==> config.mk <==
export PLATFORM = sky130hd
export DESIGN_NAME = div_iter_radix2
export DESIGN_NICKNAME = d
export VERILOG_FILES = /design/src/rtl/div_pkg.sv /design/src/rtl/div_iter_radix2.sv
export SDC_FILE = /design/constraint.sdc
export NUM_CORES = 1
export LEC_CHECK = 0
export BUFFER_PORTS_ARGS = -buffer_cell sky130_fd_sc_hd__buf_4
export CAP_MARGIN = 20
export CELL_PAD_IN_SITES_DETAIL_PLACEMENT = 1
export CELL_PAD_IN_SITES_GLOBAL_PLACEMENT = 1
export CORE_ASPECT_RATIO = 1.2
export CORE_MARGIN = 4
export CORE_UTILIZATION = 45
export CTS_CLUSTER_DIAMETER = 80
export DETAILED_ROUTE_END_ITERATION = 10
export HOLD_SLACK_MARGIN = 0.03
export PLACE_DENSITY_LB_ADDON = 0.25
export SYNTH_ARGS = -nofsm -noshare
export SYNTH_HDL_FRONTEND = slang
export SYNTH_SLANG_ARGS = --single-unit
export TNS_END_PERCENT = 30
==> constraint.sdc <==
create_clock -name clk -period 5.4 [get_ports clk]
set_clock_uncertainty 0.2 [all_clocks]
set_input_delay 0.81 -clock clk [delete_from_list [all_inputs] [get_ports clk]]
set_output_delay 0.81 -clock clk [all_outputs]
set_load 0.05 [all_outputs]
==> src/rtl/div_pkg.sv <==
// Shared types and constants for the iterative radix-2 divider.
package div_pkg;

    localparam int unsigned DIV_WIDTH  = 32;
    localparam int unsigned DIV_CYCLES = 32;
    localparam int unsigned DIV_CNT_W  = 6;

    // Quotient returned for divide by zero
    localparam logic [DIV_WIDTH-1:0] DIV_DZ_QUO = '1;

    typedef enum logic [1:0] {
        IDLE  = 2'd0,
        CALC  = 2'd1,
        DZERO = 2'd2,
        DONE  = 2'd3
    } div_state_t;

endpackage

==> src/rtl/div_iter_radix2.sv <==
// Multi-cycle radix-2 restoring divider for DIV/DIVU; result packs {remainder, quotient}.
// One quotient bit per cycle; responds to a level start with a one-cycle ready pulse.
module div_iter_radix2
    import div_pkg::*;
#(
    parameter int unsigned WIDTH = DIV_WIDTH,
    parameter int unsigned CNT_W = DIV_CNT_W
) (
    input  logic               clk,
    input  logic               rst,
    input  logic               flush,
    input  logic               annul_i,
    input  logic [WIDTH-1:0]   opdata1_i,
    input  logic [WIDTH-1:0]   opdata2_i,
    input  logic               start_i,
    input  logic               signed_div_i,
    output logic               ready_o,
    output logic [2*WIDTH-1:0] result_o,
    output logic               busy_o
);

    localparam logic [CNT_W-1:0] LAST_CNT = CNT_W'(WIDTH - 1);

    div_state_t         r_state;
    logic [CNT_W-1:0]   r_cnt;
    logic [WIDTH-1:0]   r_rem;
    logic [WIDTH-1:0]   r_quo;
    logic [WIDTH-1:0]   r_dvs;
    logic [WIDTH-1:0]   r_dvd;
    logic               r_q_neg;
    logic               r_r_neg;
    logic               r_ready;
    logic               r_busy;
    logic [2*WIDTH-1:0] r_result;

    div_state_t         w_state_nxt;
    logic [CNT_W-1:0]   w_cnt_nxt;
    logic [WIDTH-1:0]   w_rem_nxt;
    logic [WIDTH-1:0]   w_quo_nxt;
    logic [WIDTH-1:0]   w_dvs_nxt;
    logic [WIDTH-1:0]   w_dvd_nxt;
    logic               w_q_neg_nxt;
    logic               w_r_neg_nxt;
    logic               w_ready_nxt;
    logic [2*WIDTH-1:0] w_result_nxt;

    logic               w_kill;
    logic               w_dvd_sgn;
    logic               w_dvs_sgn;
    logic [WIDTH-1:0]   w_dvd_mag;
    logic [WIDTH-1:0]   w_dvs_mag;
    logic [WIDTH:0]     w_shifted;
    logic [WIDTH:0]     w_trial;
    logic [WIDTH-1:0]   w_step_rem;
    logic [WIDTH-1:0]   w_step_quo;
    logic [WIDTH-1:0]   w_fin_rem;
    logic [WIDTH-1:0]   w_fin_quo;

    function automatic logic [WIDTH-1:0] neg_c(input logic [WIDTH-1:0] x);
        return ~x + WIDTH'(1);
    endfunction

    assign w_kill = flush | annul_i;

    // Signed mode divides magnitudes; |most-negative| wraps to itself, read as unsigned
    always_comb begin
        w_dvd_sgn = signed_div_i & opdata1_i[WIDTH-1];
        w_dvs_sgn = signed_div_i & opdata2_i[WIDTH-1];
        w_dvd_mag = w_dvd_sgn ? neg_c(opdata1_i) : opdata1_i;
        w_dvs_mag = w_dvs_sgn ? neg_c(opdata2_i) : opdata2_i;
    end

    // One restoring step: shift in the next dividend bit, trial-subtract the divisor
    always_comb begin
        w_shifted  = {r_rem, r_quo[WIDTH-1]};
        w_trial    = w_shifted - {1'b0, r_dvs};
        w_step_rem = w_trial[WIDTH] ? w_shifted[WIDTH-1:0] : w_trial[WIDTH-1:0];
        w_step_quo = {r_quo[WIDTH-2:0], ~w_trial[WIDTH]};
        w_fin_rem  = r_r_neg ? neg_c(w_step_rem) : w_step_rem;
        w_fin_quo  = r_q_neg ? neg_c(w_step_quo) : w_step_quo;
    end

    // Next-state and datapath update
    always_comb begin
        w_state_nxt  = r_state;
        w_cnt_nxt    = r_cnt;
        w_rem_nxt    = r_rem;
        w_quo_nxt    = r_quo;
        w_dvs_nxt    = r_dvs;
        w_dvd_nxt    = r_dvd;
        w_q_neg_nxt  = r_q_neg;
        w_r_neg_nxt  = r_r_neg;
        w_ready_nxt  = 1'b0;
        w_result_nxt = r_result;

        if (w_kill) begin
            w_state_nxt = IDLE;
        end else begin
            unique case (r_state)
                IDLE: begin
                    if (start_i) begin
                        w_cnt_nxt   = '0;
                        w_rem_nxt   = '0;
                        w_quo_nxt   = w_dvd_mag;
                        w_dvs_nxt   = w_dvs_mag;
                        w_dvd_nxt   = opdata1_i;
                        w_q_neg_nxt = w_dvd_sgn ^ w_dvs_sgn;
                        w_r_neg_nxt = w_dvd_sgn;
                        w_state_nxt = (opdata2_i == '0) ? DZERO : CALC;
                    end
                end
                CALC: begin
                    w_rem_nxt = w_step_rem;
                    w_quo_nxt = w_step_quo;
                    w_cnt_nxt = r_cnt + CNT_W'(1);
                    if (r_cnt == LAST_CNT) begin
                        w_state_nxt  = DONE;
                        w_ready_nxt  = 1'b1;
                        w_result_nxt = {w_fin_rem, w_fin_quo};
                    end
                end
                DZERO: begin
                    // Deterministic divide-by-zero: raw dividend as remainder, no sign fix-up
                    w_state_nxt  = DONE;
                    w_ready_nxt  = 1'b1;
                    w_result_nxt = {r_dvd, WIDTH'(DIV_DZ_QUO)};
                end
                DONE: begin
                    w_state_nxt = IDLE;
                end
                default: begin
                    w_state_nxt = IDLE;
                end
            endcase
        end
    end

    always_ff @(posedge clk or negedge rst) begin
        if (!rst) begin
            r_state  <= IDLE;
            r_cnt    <= '0;
            r_rem    <= '0;
            r_quo    <= '0;
            r_dvs    <= '0;
            r_dvd    <= '0;
            r_q_neg  <= 1'b0;
            r_r_neg  <= 1'b0;
            r_ready  <= 1'b0;
            r_busy   <= 1'b0;
            r_result <= '0;
        end else begin
            r_state  <= w_state_nxt;
            r_cnt    <= w_cnt_nxt;
            r_rem    <= w_rem_nxt;
            r_quo    <= w_quo_nxt;
            r_dvs    <= w_dvs_nxt;
            r_dvd    <= w_dvd_nxt;
            r_q_neg  <= w_q_neg_nxt;
            r_r_neg  <= w_r_neg_nxt;
            r_ready  <= w_ready_nxt;
            r_busy   <= (w_state_nxt != IDLE);
            r_result <= w_result_nxt;
        end
    end

    assign ready_o  = r_ready;
    assign busy_o   = r_busy;
    assign result_o = r_result;

endmodule

==> results.md, run 1 <==
* Global Route Usage Sum at 0.260
* Synth area leader: dfrtp_1
* Ports at 136
* # setup viols final at 0
* Final Cycle Share at 0.915
* Startpoint Class: flop
* Sequential area share after synthesis at 0.379
* WP data required at between 5 and 6 ns
* First-pass GRT wire length at 70.5 mm
* Drt pass-1 iters at 5
* Layout cells sized above 1 at 0.131
* Grt ovf at 0
* # clock sinks at roughly 200
* Post-cts hold buffer count at 0
* Flop-to-flop setup slack at ~0.46 ns
* CP Cell Sequence: inv_1 > ha_1 > inv_1 > fa_1 > a211oi_2 > o211ai_1 > nand3_2 > a211oi_1 > o21a_2 > nor2_4 > inv_2 > mux2i_1 > ha_1 > o21ai_1 > or3_4 > o41a_1 > xor2_1 > a21oi_1
* Crit path max fanout at 9
* Wire length per cell at about 20 µm
* Number of vias per cell at 5.85
* Clk slew on worst S/H paths at ~0.060 ns
* Synth area leaders: dfrtp_1, nand2_1, o21ai_0
* Initial Util at 0.455
* Worst Setup SP: r_quo[31]
* Vias at 12500
* CTS tree: done
* Top_reg_cell synth: dfrtp_1
* Routability Congestion at 0.901
* Rel. slew slack at 0.352
* Mean Syn Cell Area at 8.19 µm²
* Nets at 1846
* Post-synth top area share at 0.379
* Async S/R FF share, synth at 1.00
* HP Class: in2async
* Ant. Diodes at 0
* CP Data Arrival Time at between 5 and 6 ns
* Remaining routing DRC violations at 0
* Post-CTS setup repair buffer count at 0
* Final hold vios at 0
* Clock insertion delay at the later pin of the skew report at ~0.52 ns
* Routed wire length at 43.5 mm
* Total CTS buffers at 24
* Critical R2R Capture: result_o[62]
* Synth unique cells at 85
* F_max at slightly above 200 MHz
* Initial DRC Count at between 700 and 800
* Syn_nets at 1757
* Most frequent cell after synthesis: nand2_1
* Slowest stage delay, CP at approximately 0.53 ns
* Area Overhead vs Synth at 15.4%
* Synth cell count leaders: nand2_1, dfrtp_1, o21ai_0, a21oi_1, nor2_1
* Status: finished clean
* Mapped Area at between 10000 and 15000 µm²
* Setup TNS at 0 ns
* Static leakage at between 6 and 7 nW
* Crit path kind: reg2reg
* CP endpoint: result_o[62]
* Vias in the first global route at between 10000 and 15000
* Port Buffers at 135
* Die span in x at 166 µm
* Placeable core area at ~30000 µm²
* Max-cap violation count at 0
* HPWL Detailed at 32.4 mm
* Post-CTS resize count at 0
* Row count at 69
* Clock buffer depth at 3
* Die area at between 30000 and 40000 µm²
* Yosys warning total at 0
* Slew Viols, Final at 0
* FF-to-FF path depth at 18
* Number of synthesized flops with an enable pin at 0
* Routed Antenna Nets at 0
* Fin crit period at between 4 and 5 ns
* Slew @ Worst Pin at about 0.97 ns
* Gate count after technology mapping at 1646
* Peak supply drop at about 0.32 mV
* Seq cells post-synth at just over 200
* Fin util at 0.525
* Root buffer cell: clkbuf_16
* Initial antenna violation count at 0
* Reg2reg start: r_quo[31]
* RSZ-0062 raised after global routing: no
* Slowest CP cell: a211oi_1
* Power per cell area at a little over 400 nW/µm²
* CTS H-tree lvls at 1
* Largest net degree at the start of global routing at around 110
* Die Y at slightly below 200 µm
* CP endpoint kind: flop
cell type report:
class / count / area (µm²)
Clock inverter: 6 / 60.1
Tap cell: 390 / 488
Timing Repair Buffer: 152 / 1160
Multi-Input combinational cell: 1300 / 7830
Sequential cell: 204 / 5100
Fill cell: 3614 / 14100
Inverter: 53 / 199
Clock buffer: 35 / 713
state kept, by name, indices dropped and copies added (netlist names):
register / count
busy_o: 1
r_cnt: 6
r_dvd: 32
r_dvs: 32
r_q_neg: 1
r_quo: 32
r_r_neg: 1
r_rem: 32
r_state: 2
ready_o: 1
result_o: 64
kinds of logic (layout without fill, tap and decap cells):
kind of cell             after synthesis  in the layout  share of synthesized area
adder cells (fa/ha/maj)               41             41                     0.0386
flip-flops                           204            204                      0.379
XOR/XNOR                             138            138                     0.0896
AO/OA/AOI/OAI                        482            482                      0.215
multiplexers                          39             39                     0.0292
buffers and inverters                142            246                     0.0444
AND/OR/NAND/NOR                      600            600                      0.205
metal layers:
layer  track usage  vias to the layer above  share of wire
li1              -                     5981              -
met2         0.473                      284           0.50
met5             0                        -              0
met3        0.0272                       96          0.036
met4        0.0954                        0          0.038
met1         0.322                     6162           0.42
layout by cell type (no fill, tap or decap), drive strengths merged, types with 6 or more instances in the layout:
cell      n
nand2   261
dfrtp   204
o21ai   187
buf     151
a21oi   149
nor2    141
xor2     82
xnor2    56
inv      52
nand3    49
ha       40
mux2i    36
clkbuf   36
o31ai    29
nor3     26
or3      19
nor4     17
o41ai    17
o21a     16
o211ai   13
and3     13
or4      13
a211oi   11
nand4    10
and2     10
a31oi     9
a21o      8
nand2b    8
or2       6
metrics by stage:
stage	hold slack [ns]	worst slack (ns)	total power, mW	cells	area [µm²]
2_1_floorplan	0.237	0.710	3.86	1646	13500
3_3_place_gp	0.252	0.671	4.60	2099	14800
3_5_place_dp	0.254	0.486	4.68	2099	14800
4_1_cts	0.220	0.462	6.31	2140	15600
5_1_grt	0.272	0.129	6.62	2140	15600
6_report	0.186	0.459	6.26	2140	15600
worst min path at each step:
stage / startpoint / to / slack [ns] / cells after the start
floorplan: r_dvd[18] / r_dvd[18] / 0.24 / 2
global placement: r_dvd[18] / r_dvd[18] / 0.25 / 2
detailed placement: r_dvd[30] / r_dvd[30] / 0.25 / 2
CTS: rst / r_quo[24] / 0.22 / 1
global route: rst / result_o[2] / 0.27 / 1
finish: rst / result_o[2] / 0.19 / 1
where the power goes:
group,leakage [nW],switching [mW],total (mW),internal [mW]
clock,0.376,0.650,1.61,0.956
combinational,3.98,1.64,2.46,0.814
sequential,2.61,0.309,2.20,1.89
total,6.97,2.60,6.26,3.66
critical path: cells and delay by family, from the launching register on:
| kind | cells | cell delay, ns |
|---|---|---|
| compound gates | 7 | 2.10 |
| fa+ha+maj | 3 | 0.72 |
| simple gates | 3 | 0.71 |
| flops | 1 | 0.40 |
| mux | 1 | 0.32 |
| buf+inv | 3 | 0.24 |
| xor+xnor | 1 | 0.16 |
No activity file was read; power rests on OpenSTA's default activity.
==> inputs of run 2 (changes only) <==
--- a/config.mk
+++ b/config.mk
@@ -11,7 +11,7 @@
 export CELL_PAD_IN_SITES_GLOBAL_PLACEMENT = 1
 export CORE_ASPECT_RATIO = 1.2
 export CORE_MARGIN = 4
-export CORE_UTILIZATION = 45
+export CORE_UTILIZATION = 25
 export CTS_CLUSTER_DIAMETER = 80
 export DETAILED_ROUTE_END_ITERATION = 10
 export HOLD_SLACK_MARGIN = 0.03
==> results.md, run 2 (synthesis gave the netlist of run 1 again) <==
* Flop pwr share at 0.346
* Number of vias per cell at about 4.9
* # setup viols final at 0
* Rel. slew slack at 0.390
* Fin crit period at 4.85 ns
* Area Overhead vs Synth at 18.9%
* Met1 Usage GRT at 0.217
* Status: finished clean
* CTS tree: done
* Ant. Diodes at 0
* CP Data Arrival Time at around 5 ns
* Crit path max fanout at 39
* Die Y at around 260 µm
* # clock sinks at just over 200
* Static leakage at roughly 7.0 nW
* Most frequent cells in the layout: nand2_1, dfrtp_1, o21ai_0
* Power Internal at between 3 and 4 mW
* Met3 Usage GRT at 0.0191
* Routed wire length at between 40 and 50 mm
* HP Class: in2async
* Sw Ratio at 0.419
* Ports at around 140
* Placed instance count at ~2400
* Clock insertion delay at the later pin of the skew report at 0.55 ns
* Largest net degree at the start of global routing at 98
* Initial DRC Count at approximately 670
* F_max at 206 MHz
* Clock buffer depth at 3
* Remaining routing DRC violations at 0
* NetSw at 2.66 mW
* Flop-to-flop setup slack at ~0.55 ns
* FF-to-FF path depth at 16
* Grt ovf at 0
* Logic gate share of total power at 0.390
* Power per cell area at 396 nW/µm²
* Slew @ Worst Pin at slightly above 0.9 ns
* Fillers at between 6000 and 7000
* Drt pass-1 iters at 5
* Setup TNS at 0 ns
* Critical R2R Capture: result_o[57]
* Peak supply drop at roughly 0.21 mV
* Multi-input logic area at approximately 8000 µm²
* Commonest non-fill, non-tap cell in the layout: nand2_1
* HPWL Detailed at ~37 mm
* Max FFs per register at 64
* Placeable core area at 53500 µm²
* Die span in x at between 200 and 250 µm
* Root buffer cell: clkbuf_16
* Register area at roughly 5100 µm²
* RSZ-0062 raised after global routing: no
* Post-Layout Cell Count at 2471
* Wire length per cell at just under 20 µm
* CTS H-tree lvls at 1
* Clk slew on worst S/H paths at approximately 0.06 ns
* Routed Antenna Nets at 0
* WP data required at around 5.6 ns
* Vias in the first global route at roughly 13000
* Final Cycle Share at 0.897
* Pre-CTS WS at around 0.53 ns
* Post-CTS resize count at 0
* Met2 Use GR at 0.288
* CP endpoint kind: flop
* Initial antenna violation count at 1
* Worst setup margin at 0.554 ns
* Initial Util at 0.252
* First-pass GRT wire length at around 76 mm
* Row count at 93
* Global Route Usage Sum at 0.165
* Routability Congestion at ~0.86
* Crit path kind: reg2reg
* Slew Viols, Final at 0
* Startpoint Class: flop
* Post-CTS setup repair buffer count at 0
* Layout cells sized above 1 at 0.135
* Max-cap violation count at 0
* Busiest grt layer: met2
* Reg2reg start: r_quo[31]
* Nets at 1856
* Total CTS buffers at 25
* Final hold vios at 0
* Clock Power Share at 0.264
* Post-cts hold buffer count at 0
* Vias at between 10000 and 15000
* Die area at a little under 60000 µm²
* Port Buffers at around 140
[run 2: changes by cell type in the layout (fill, tap and decap cells not counted)]
| cell | previous run | this run |
|---|---|---|
| buf_4 | 150 | 159 |
| bufinv_16 | 1 | 2 |
| clkbuf_8 | 6 | 4 |
| clkinv_2 | 3 | 4 |
| clkinvlp_4 | 2 | 1 |
| inv_6 | 0 | 1 |
[run 2: layout make-up]
class                   instances  area share
clock buffers                  33      0.0428
repair buffers                161      0.0765
flip-flops and latches        204       0.318
multi-input cells            1300       0.488
well taps                     712      0.0556
inverters                      53      0.0124
clock inverters                 8     0.00601
[run 2: worst max-delay path, cell delays in order, from the launching register on]
cell	delay (ns)
dfrtp_1	0.41
inv_1	0.09
ha_1	0.17
inv_1	0.06
fa_1	0.43
a211oi_2	0.31
o211ai_1	0.20
nand3_2	0.14
a211oi_1	0.13
o21a_2	0.32
nor2_4	0.14
buf_4	0.49
mux2i_1	0.58
nand2b_1	0.14
o41ai_1	0.55
mux2i_1	0.25
nand3_1	0.09
[run 2: layer usage]
layer	routed length [µm]	up-vias
met5	0	-
met4	1050	0
met3	1550	54
met2	23700	194
met1	21800	5971
li1	-	5999
[run 2: worst max path at each step]
stage / slack (ns) / start / endpoint
6_report: 0.55 / r_quo[31] / result_o[57]
5_1_grt: 0.12 / r_quo[31] / result_o[57]
4_1_cts: 0.47 / r_quo[31] / result_o[57]
3_5_place_dp: 0.53 / r_quo[31] / result_o[57]
3_3_place_gp: 0.55 / r_rem[24] / result_o[57]
2_1_floorplan: 0.71 / r_quo[31] / result_o[62]
[run 2: power by group through the flow]
stage / logic [mW] / clock network, mW / registers, mW
floorplan: 1.09 / 0 / 2.76
global placement: 2.47 / 0 / 2.22
detailed placement: 2.50 / 0 / 2.23
CTS: 2.51 / 1.74 / 2.21
global route: 2.73 / 1.79 / 2.26
finish: 2.48 / 1.67 / 2.20
[run 2: through the flow]
stage               cell area, µm²  power, mW  utilization  hold WS [ns]
finish                       16000       6.35        0.300        0.0990
global route                 16000       6.77        0.300         0.167
CTS                          16000       6.45        0.300         0.166
detailed placement           15300       4.73        0.285         0.257
global placement             15300       4.69        0.285         0.249
floorplan                    13500       3.86            -         0.237
